## src/rtl/alu_issue_stage.sv

```systemverilog
// alu_issue_stage: ID/EX stage that decodes RV32I into ALU function/operands with forwarding and a one-entry output register
module alu_issue_stage #(
    parameter int DataWidth    = 32,
    parameter int RegAddrWidth = 5
) (
    input  logic                    clk_i,
    input  logic                    rst_ni,
    input  logic                    in_valid_i,
    output logic                    in_ready_o,
    input  logic [6:0]              in_opcode_i,
    input  logic [2:0]              in_funct3_i,
    input  logic                    in_funct7b5_i,
    input  logic [RegAddrWidth-1:0] in_rs1_addr_i,
    input  logic [RegAddrWidth-1:0] in_rs2_addr_i,
    input  logic [RegAddrWidth-1:0] in_rd_addr_i,
    input  logic [DataWidth-1:0]    in_rs1_data_i,
    input  logic [DataWidth-1:0]    in_rs2_data_i,
    input  logic [DataWidth-1:0]    in_imm_i,
    input  logic [DataWidth-1:0]    in_pc_i,
    input  logic                    flush_i,
    input  logic                    fwd_mem_wen_i,
    input  logic [RegAddrWidth-1:0] fwd_mem_rd_i,
    input  logic [DataWidth-1:0]    fwd_mem_data_i,
    input  logic                    fwd_wb_wen_i,
    input  logic [RegAddrWidth-1:0] fwd_wb_rd_i,
    input  logic [DataWidth-1:0]    fwd_wb_data_i,
    output logic                    out_valid_o,
    input  logic                    out_ready_i,
    output logic [3:0]              alu_func_o,
    output logic [DataWidth-1:0]    alu_op1_o,
    output logic [DataWidth-1:0]    alu_op2_o,
    output logic [RegAddrWidth-1:0] out_rd_o,
    output logic [DataWidth-1:0]    out_store_data_o,
    output logic [DataWidth-1:0]    out_pc_o,
    output logic                    out_illegal_o
);
    localparam logic [3:0] ZERO = 4'd0, ADD = 4'd1, SUB = 4'd2, SLL = 4'd3, SLT = 4'd4, XOR = 4'd5,
                           OR = 4'd6, AND = 4'd7, SRL = 4'd8, SRA = 4'd9, SLTU = 4'd10;
    localparam logic [6:0] OP_R = 7'b0110011, OP_I = 7'b0010011, OP_LUI = 7'b0110111,
                           OP_AUIPC = 7'b0010111, OP_LOAD = 7'b0000011, OP_STORE = 7'b0100011,
                           OP_BRANCH = 7'b1100011, OP_JAL = 7'b1101111, OP_JALR = 7'b1100111;

    function automatic logic [3:0] f3_func(input logic [2:0] f3, input logic sub, input logic sra);
        case (f3)
            3'b000:  return sub ? SUB : ADD;
            3'b001:  return SLL;
            3'b010:  return SLT;
            3'b011:  return SLTU;
            3'b100:  return XOR;
            3'b101:  return sra ? SRA : SRL;
            3'b110:  return OR;
            default: return AND;
        endcase
    endfunction

    logic                    valid_q, ill_q, ill_d, capture;
    logic [3:0]              func_q, func_d;
    logic [DataWidth-1:0]    op1_q, op1_d, op2_q, op2_d, sd_q, pc_q, rs1, rs2;
    logic [RegAddrWidth-1:0] rd_q, rd_d;

    assign in_ready_o = !valid_q || out_ready_i;
    assign capture    = in_valid_i && in_ready_o;

    // MEM result is younger than WB, so it wins; x0 always reads as the register file gives it
    assign rs1 = (fwd_mem_wen_i && fwd_mem_rd_i == in_rs1_addr_i && in_rs1_addr_i != '0) ? fwd_mem_data_i :
                 (fwd_wb_wen_i  && fwd_wb_rd_i  == in_rs1_addr_i && in_rs1_addr_i != '0) ? fwd_wb_data_i  :
                 in_rs1_data_i;
    assign rs2 = (fwd_mem_wen_i && fwd_mem_rd_i == in_rs2_addr_i && in_rs2_addr_i != '0) ? fwd_mem_data_i :
                 (fwd_wb_wen_i  && fwd_wb_rd_i  == in_rs2_addr_i && in_rs2_addr_i != '0) ? fwd_wb_data_i  :
                 in_rs2_data_i;

    always_comb begin
        func_d = ZERO;
        op1_d  = '0;
        op2_d  = '0;
        ill_d  = 1'b0;
        rd_d   = in_rd_addr_i;
        case (in_opcode_i)
            OP_R: begin
                func_d = f3_func(in_funct3_i, in_funct7b5_i, in_funct7b5_i);
                op1_d  = rs1;
                op2_d  = rs2;
            end
            OP_I: begin
                func_d = f3_func(in_funct3_i, 1'b0, in_funct7b5_i);
                op1_d  = rs1;
                op2_d  = in_imm_i;
            end
            OP_LUI: begin
                func_d = ADD;
                op2_d  = in_imm_i;
            end
            OP_AUIPC: begin
                func_d = ADD;
                op1_d  = in_pc_i;
                op2_d  = in_imm_i;
            end
            OP_LOAD, OP_STORE: begin
                func_d = ADD;
                op1_d  = rs1;
                op2_d  = in_imm_i;
                rd_d   = in_opcode_i == OP_STORE ? '0 : in_rd_addr_i;
            end
            OP_BRANCH: begin
                func_d = in_funct3_i[2:1] == 2'b00 ? SUB : in_funct3_i[2:1] == 2'b10 ? SLT :
                         in_funct3_i[2:1] == 2'b11 ? SLTU : ZERO;
                ill_d  = in_funct3_i[2:1] == 2'b01;
                op1_d  = rs1;
                op2_d  = rs2;
                rd_d   = '0;
            end
            OP_JAL, OP_JALR: begin
                func_d = ADD;
                op1_d  = in_pc_i;
                op2_d  = DataWidth'(4);
            end
            default: ill_d = 1'b1;
        endcase
    end

    always_ff @(posedge clk_i or negedge rst_ni) begin
        if (!rst_ni) begin
            valid_q <= 1'b0;
            func_q  <= ZERO;
            op1_q   <= '0;
            op2_q   <= '0;
            rd_q    <= '0;
            sd_q    <= '0;
            pc_q    <= '0;
            ill_q   <= 1'b0;
        end else if (flush_i) begin
            valid_q <= 1'b0;
        end else if (capture) begin
            valid_q <= 1'b1;
            func_q  <= func_d;
            op1_q   <= op1_d;
            op2_q   <= op2_d;
            rd_q    <= rd_d;
            sd_q    <= rs2;
            pc_q    <= in_pc_i;
            ill_q   <= ill_d;
        end else if (out_ready_i) begin
            valid_q <= 1'b0;
        end
    end

    assign out_valid_o      = valid_q;
    assign alu_func_o       = func_q;
    assign alu_op1_o        = op1_q;
    assign alu_op2_o        = op2_q;
    assign out_rd_o         = rd_q;
    assign out_store_data_o = sd_q;
    assign out_pc_o         = pc_q;
    assign out_illegal_o    = ill_q;
endmodule

```

## config.mk

```make
export PLATFORM = sky130hd
export DESIGN_NAME = alu_issue_stage
export DESIGN_NICKNAME = d
export VERILOG_FILES = /design/src/rtl/alu_issue_stage.sv
export SDC_FILE = /design/constraint.sdc
export NUM_CORES = 1
export LEC_CHECK = 0
export CAP_MARGIN = 10
export CELL_PAD_IN_SITES_DETAIL_PLACEMENT = 0
export CELL_PAD_IN_SITES_GLOBAL_PLACEMENT = 1
export CORE_ASPECT_RATIO = 1.25
export CORE_MARGIN = 3
export CORE_UTILIZATION = 30
export DETAILED_ROUTE_END_ITERATION = 12
export PLACE_DENSITY = 0.92
export SLEW_MARGIN = 15
export SYNTH_ARGS = -nofsm -noshare
export SYNTH_HDL_FRONTEND = slang
export SYNTH_SLANG_ARGS = --single-unit
```

## constraint.sdc

```tcl
create_clock -name clk_i -period 2.3 [get_ports clk_i]
set_input_delay 0.345 -clock clk_i [delete_from_list [all_inputs] [get_ports clk_i]]
set_output_delay 0.345 -clock clk_i [all_outputs]
set_load 0.05 [all_outputs]
```

==> key figures, run 1 <==
Timing
  – Final hold vios: 0
  – Slew margin rel.: 0.596
  – Final setup vio count: 0
  – Minimum clock period: 2.23 ns
  – Worst-Margin Slew: 0.603 ns
  – F_max: 449 MHz
  – Worst hold margin: 0.389 ns
  – Setup total negative slack: 0 ns
  – Final Cycle Share: 0.969
  – Worst Skew: 0.00963 ns
  – Slack of the critical path: 0.0717 ns
  – Final Max Slew Viols: 0

Floorplan
  – Core ar.: around 25000 sq um
  – Die width: 150 um
  – Initial Util: 0.305
  – Row cnt: 65
  – Die area: 27800 sq um
  – Total I/O pin count: 375
  – Die H: 186 um

Placed design
  – # port buffers: 374
  – Placed insts: 1528
  – Area after DPL: ~12000 sq um
  – HPWL Detailed: 26600 um
  – Place WS: -0.412 ns
  – RePlAce Congestion: around 0.92

Finish
  – Layout Utilization: 0.511
  – Sequential standard cell area: around 3500 sq um
  – Layout area overhead: 67.2%
  – Design area: 13000 sq um
  – Inserted Diodes: 0
  – Post-Layout Cell Count: 1561
  – Final net count: between 1000 and 1500
  – Share of cells above drive strength 1: 0.117
  – Fill cells: between 2000 and 2500
  – Footprint of the multi-input gates: roughly 4000 sq um
  – Most frequent cells in the layout: 372 x clkdlybuf4s50_1, 139 x dfrtp_1, 136 x nand2_1
  – Commonest non-fill, non-tap cell in the layout: clkdlybuf4s50_1

Route
  – Routed wl met3: between 2000 and 3000 um
  – Final WL: 35200 um
  – Routed via count: 8567
  – Met2 routed WL: 17900 um
  – DRT iter0 DRCs: 713
  – Detail Route Antenna Nets: 0
  – Met1 WL: 13200 um
  – Uppermost layer routed: met4
  – DR vias/cell: 5.49
  – Drt pass-1 iters: 5
  – WL per Instance: 22.6 um
  – Post-route DRC: 0

Worst setup path
  – Critical register-to-register path endpoint: alu_op1_o[24]
  – Crit start category: input port
  – Top delay family on crit path: simple AND/OR/NAND/NOR gates
  – CP Max Fanout: 13
  – Cell chain of the critical path: clkdlybuf4s50_1, xor2_1, nor3_2, or3b_2, buf_12, a221oi_2, o22ai_1
  – R2R Setup Slk: approximately 0.45 ns
  – Req. time, crit path: 2.60 ns
  – Worst setup EP type: flip-flop
  – R2R depth: 5
  – CP bufs+invs: 2
  – Crit path max-delay cell type: or3b_2
  – Worst Path Arrival: around 2.5 ns
  – CP Class: in -> reg
  – Slowest stage delay, CP: about 0.54 ns
  – R2r startpoint: out_valid_o

Clocking
  – CTS Root Cell: clkbuf_16
  – CTS tree: done
  – Reg clk slew, reported paths: roughly 0.060 ns
  – H-tree depth: 4
  – Clk sinks: 139
  – CTS buffer count: 17
  – Max Root-Sink Buffers: 2
  – Clk_lat worst skew: 0.43 ns

Global routing
  – First-pass GRT wire length: 52400 um
  – Largest net degree at the start of global routing: 78
  – Vias in the first global route: 8860
  – Overflow after GRT: 0
  – Initial antenna violation count: 0
  – GRT Overall Usage: 0.247

Logic synthesis
  – Post-Syn Instances: 831
  – Netlist cell types: 48
  – Register area share after synthesis: 0.449
  – Cell Area, Synth: about 7700 sq um
  – Synth Flop Type: dfrtp_1
  – Register bit count reported by yosys: about 140
  – Post-synth EDFFs: 0
  – Ys Warns: 0
  – Avg Cell Area, Syn: 9.33 sq um
  – Asr flop ratio synth: 1.00
  – Syn Nets: 1069

Worst hold path
  – Hold Crit Class: in -> async

Outcome
  – Status: finished, final reports clean

Power and ir drop
  – Final Power: 8.34 mW
  – Leakage: 5.57 nW
  – PD cells: 643 nW/um^2
  – Peak supply drop: 0.000414 V

Job
  – Max cap viols: 0
[registers in the layout (all words and copies together), names as in the netlist]
register and count:
alu_op1_o 32, out_rd_o 5, out_valid_o 1, out_illegal_o 1
alu_func_o 4, alu_op2_o 32, out_pc_o 32, out_store_data_o 32
[where the power goes]
group	switching, mW	internal (mW)	leakage, nW
logic	1.54	1.05	3.45
clock network	1.14	1.80	0.300
registers	0.134	2.67	1.82
total	2.81	5.53	5.57
[worst max path at each step]
stage	startpoint	endpoint	slack [ns]	depth (start not counted)
after floorplan	out_valid_o	alu_op1_o[5]	0.1	7
after global placement	in_rs2_addr_i[3]	alu_op2_o[22]	-0.38	7
after detailed placement	in_rs2_addr_i[3]	out_store_data_o[22]	-0.41	7
after CTS	in_rs2_addr_i[3]	out_store_data_o[22]	0.04	7
after global routing	in_rs2_addr_i[3]	alu_op2_o[1]	-0.005	7
final	in_rs2_addr_i[3]	alu_op2_o[2]	0.07	7
[cell families after synthesis]
logic type / count (synthesis) / share of synthesized area
DFF: 139 / 0.449
and+or+nand+nor: 327 / 0.201
AOI/OAI and AO/OA: 259 / 0.263
adders and majority gates: 3 / 0.00484
xor gates and xnor gates: 22 / 0.0249
buffers and inverters: 81 / 0.0581
[synthesized netlist by cell type, drive strengths merged, types with 2 or more instances]
library cell / n / area, sq um
a21oi: 64 / 320
a22o: 5 / 43.8
nand2: 136 / 510
nor3: 3 / 15.0
dfrtp: 139 / 3480
inv: 7 / 26.3
nor2: 70 / 263
xor2: 5 / 43.8
clkbuf: 48 / 181
nand4: 3 / 18.8
and2: 32 / 200
ha: 3 / 37.5
a32oi: 3 / 26.3
and4: 2 / 17.5
or3: 2 / 12.5
xnor2: 17 / 149
o21ai: 23 / 115
o211ai: 4 / 40.0
o31ai: 88 / 671
nand3: 2 / 10.0
and3: 63 / 394
nand3b: 2 / 15.0
a221oi: 64 / 748
nor2b: 4 / 25.0
buf: 26 / 243
or4: 2 / 22.5
[routing by layer]
| layer | track usage | up-vias |
|---|---|---|
| met4 | 0.0978 | 0 |
| met5 | 0 | - |
| met1 | 0.286 | 4153 |
| met2 | 0.437 | 512 |
| li1 | - | 3814 |
| met3 | 0.0619 | 88 |
[final cells by class]
class,count,share of cell area
Multi-Input combinational cell,611,0.300
Tap cell,335,0.0323
Clock buffer,20,0.0360
Inverter,7,0.00203
Clock inverter,12,0.0122
Sequential cell,139,0.268
Timing Repair Buffer,437,0.349
[repair_timing]
item	in CTS	in global routing
buffers inserted	0	0
resized for setup	0	2
hold endpoints to repair	37	0
hold buffers	1	0
setup endpoints to repair	0	12
(Power assumes the default switching activity.)
==> run 2, diff against run 1 <==
- RECOVER_POWER: not set -> 100
==> key figures, run 2 (synthesized netlist as in run 1, its figures left out) <==
Floorplan
  – Die H: 186 um (unchanged)
  – Initial Util: 0.305 (unchanged)
  – Die area: 27800 sq um (unchanged)
  – Core ar.: 25400 sq um (unchanged)
  – Row cnt: 65 (unchanged)
  – Total I/O pin count: 375 (unchanged)
  – Die width: 150 um (unchanged)

Worst setup path
  – Crit start category: input port (unchanged)
  – CP Class: in -> reg (unchanged)
  – Worst Path Arrival: 2.52 ns (was 2.53 ns)
  – Req. time, crit path: 2.60 ns (about the same)
  – R2R Setup Slk: 0.15 ns (was 0.45 ns)
  – CP Max Fanout: 17 (was 13)
  – Crit path max-delay cell type: clkdlybuf4s50_1 (was or3b_2)
  – Worst setup EP type: flip-flop (unchanged)
  – Slowest stage delay, CP: 0.56 ns (was 0.54 ns)
  – Cell chain of the critical path: clkdlybuf4s50_1, xnor2_1, o211ai_2, or3_2, buf_4, a221oi_1, o31ai_1 (was clkdlybuf4s50_1, xor2_1, nor3_2, or3b_2, buf_12, a221oi_2, o22ai_1)

Placed design
  – RePlAce Congestion: 0.917 (unchanged)
  – Area after DPL: 12300 sq um (unchanged)
  – # port buffers: 374 (unchanged)
  – HPWL Detailed: 26600 um (unchanged)
  – Place WS: -0.412 ns (unchanged)
  – Placed insts: 1528 (unchanged)

Finish
  – Most frequent cells in the layout: 232 x clkdlybuf4s50_1, 141 x dlygate4sd3_1, 139 x dfrtp_1 (was 372 x clkdlybuf4s50_1, 139 x dfrtp_1, 136 x nand2_1)
  – Design area: 12900 sq um (was 13000 sq um)
  – Final net count: 1451 (unchanged)
  – Layout area overhead: 66.6% (was 67.2%)
  – Commonest non-fill, non-tap cell in the layout: clkdlybuf4s50_1 (unchanged)
  – Share of cells above drive strength 1: 0.116 (was 0.117)
  – Inserted Diodes: 0 (unchanged)
  – Fill cells: 2356 (was 2347)
  – Post-Layout Cell Count: 1561 (unchanged)

Clocking
  – Reg clk slew, reported paths: 0.06 ns (about the same)
  – CTS tree: done (unchanged)
  – CTS Root Cell: clkbuf_16 (unchanged)
  – Clk_lat worst skew: 0.43 ns (about the same)
  – CTS buffer count: 17 (unchanged)
  – H-tree depth: 4 (unchanged)
  – Max Root-Sink Buffers: 2 (unchanged)
  – Post-CTS Setup Inserts: 0 (unchanged)
  – Clk sinks: 139 (unchanged)

Global routing
  – Overflow after GRT: 0 (unchanged)
  – Largest net degree at the start of global routing: 78 (unchanged)
  – First-pass GRT wire length: 52400 um (unchanged)
  – Vias in the first global route: 8860 (unchanged)
  – GRT Overall Usage: 0.247 (unchanged)
  – Initial antenna violation count: 0 (unchanged)

Power and ir drop
  – PD cells: 638 nW/um^2 (was 643 nW/um^2)
  – Leakage: 5.86 nW (was 5.57 nW)
  – Peak supply drop: 0.000416 V (was 0.000414 V)

Route
  – Routed via count: 8533 (was 8567)
  – Post-route DRC: 0 (unchanged)
  – WL per Instance: 22.6 um (about the same)
  – Detail Route Antenna Nets: 0 (unchanged)
  – Drt pass-1 iters: 5 (unchanged)
  – DRT iter0 DRCs: 737 (was 713)
  – DR vias/cell: 5.47 (was 5.49)
  – Final WL: 35300 um (was 35200 um)

Timing
  – Final hold vios: 0 (unchanged)
  – Minimum clock period: 2.23 ns (about the same)
  – Slew margin rel.: 0.282 (was 0.596)
  – F_max: 449 MHz (about the same)
  – Worst Skew: 0.0101 ns (was 0.00963 ns)
  – Final Cycle Share: 0.967 (was 0.969)
  – Slack of the critical path: 0.0749 ns (was 0.0717 ns)
  – Final Max Slew Viols: 0 (unchanged)
  – Worst hold margin: 0.467 ns (was 0.389 ns)
  – Final setup vio count: 0 (unchanged)
  – Worst-Margin Slew: 1.08 ns (was 0.603 ns)

Job
  – Max cap viols: 0 (unchanged)

Worst hold path
  – Hold Crit Class: reg -> reg (was in -> async)

Outcome
  – Status: finished, final reports clean (unchanged)
-- run 2: changes by cell type in the layout (fill, tap and decap cells not counted), sizes merged --
cell / delta
dlygate4sd3: +140
clkdlybuf4s50: -140
clkbuf: +4
buf: -4
-- run 2: timing repair --
action / CTS / global route
resized for setup: 0 / 2
hold buffers: 1 / 0
endpoints found under the hold margin: 37 / 0
setup endpoints to repair: 0 / 12
-- run 2: area by class of cell --
class                           count  area (sq um)  share of cell area
Clock buffer                       20           467              0.0361
Clock inverter                     12           158              0.0122
Inverter                            7          26.3             0.00204
Multi-Input combinational cell    611          3880               0.301
Sequential cell                   139          3480               0.269
Tap cell                          335           419              0.0325
Timing Repair Buffer              437          4480               0.347
-- run 2: metal layers --
metal  global-route usage  wire length (um)  up-vias
met3               0.0619              2780       76
li1                     -                 -     3827
met1                0.286             13200     4171
met5                    0                 0        -
met2                0.437             18100      459
met4               0.0978              1160        0
-- run 2: per-stage QoR --
step | setup TNS, ns | util | power (mW)
floorplan | 0 | - | 4.15
global placement | -21.70 | 0.485 | 5.40
detailed placement | -26.34 | 0.485 | 5.42
CTS | 0 | 0.510 | 8.38
global route | -0.0146 | 0.509 | 8.55
finish | 0 | 0.509 | 8.23
-- run 2: power by group --
group | switching (mW) | leakage [nW] | internal (mW)
registers | 0.122 | 1.82 | 2.67
logic | 1.54 | 3.74 | 0.960
clock network | 1.14 | 0.300 | 1.80
total | 2.80 | 5.86 | 5.43
-- run 2: worst max-delay path, delay by kind of cell --
| kind | cells | cell delay, ns |
|---|---|---|
| buffers and inverters | 2 | 0.80 |
| XOR/XNOR | 1 | 0.16 |
| AND/OR/NAND/NOR | 1 | 0.52 |
| AO/OA/AOI/OAI | 3 | 0.69 |
-- run 2: worst paths after layout --
check | start | to | cells after the start
worst max-delay path | in_rs1_addr_i[2] | alu_op1_o[25] | 7
worst min-delay path | out_pc_o[24] | out_pc_o[24] | 2
worst max register to register | out_valid_o | alu_op2_o[21] | 8
worst min register to register | out_pc_o[24] | out_pc_o[24] | 2
max in group asynchronous | rst_ni | alu_op1_o[9] | 3
min in group asynchronous | rst_ni | out_pc_o[22] | 2
==> run 3, diff against run 2 <==
- TNS_END_PERCENT: not set -> 30
==> results of run 3 <==
Final layout, timing and power as in run 2 (identical DEF).
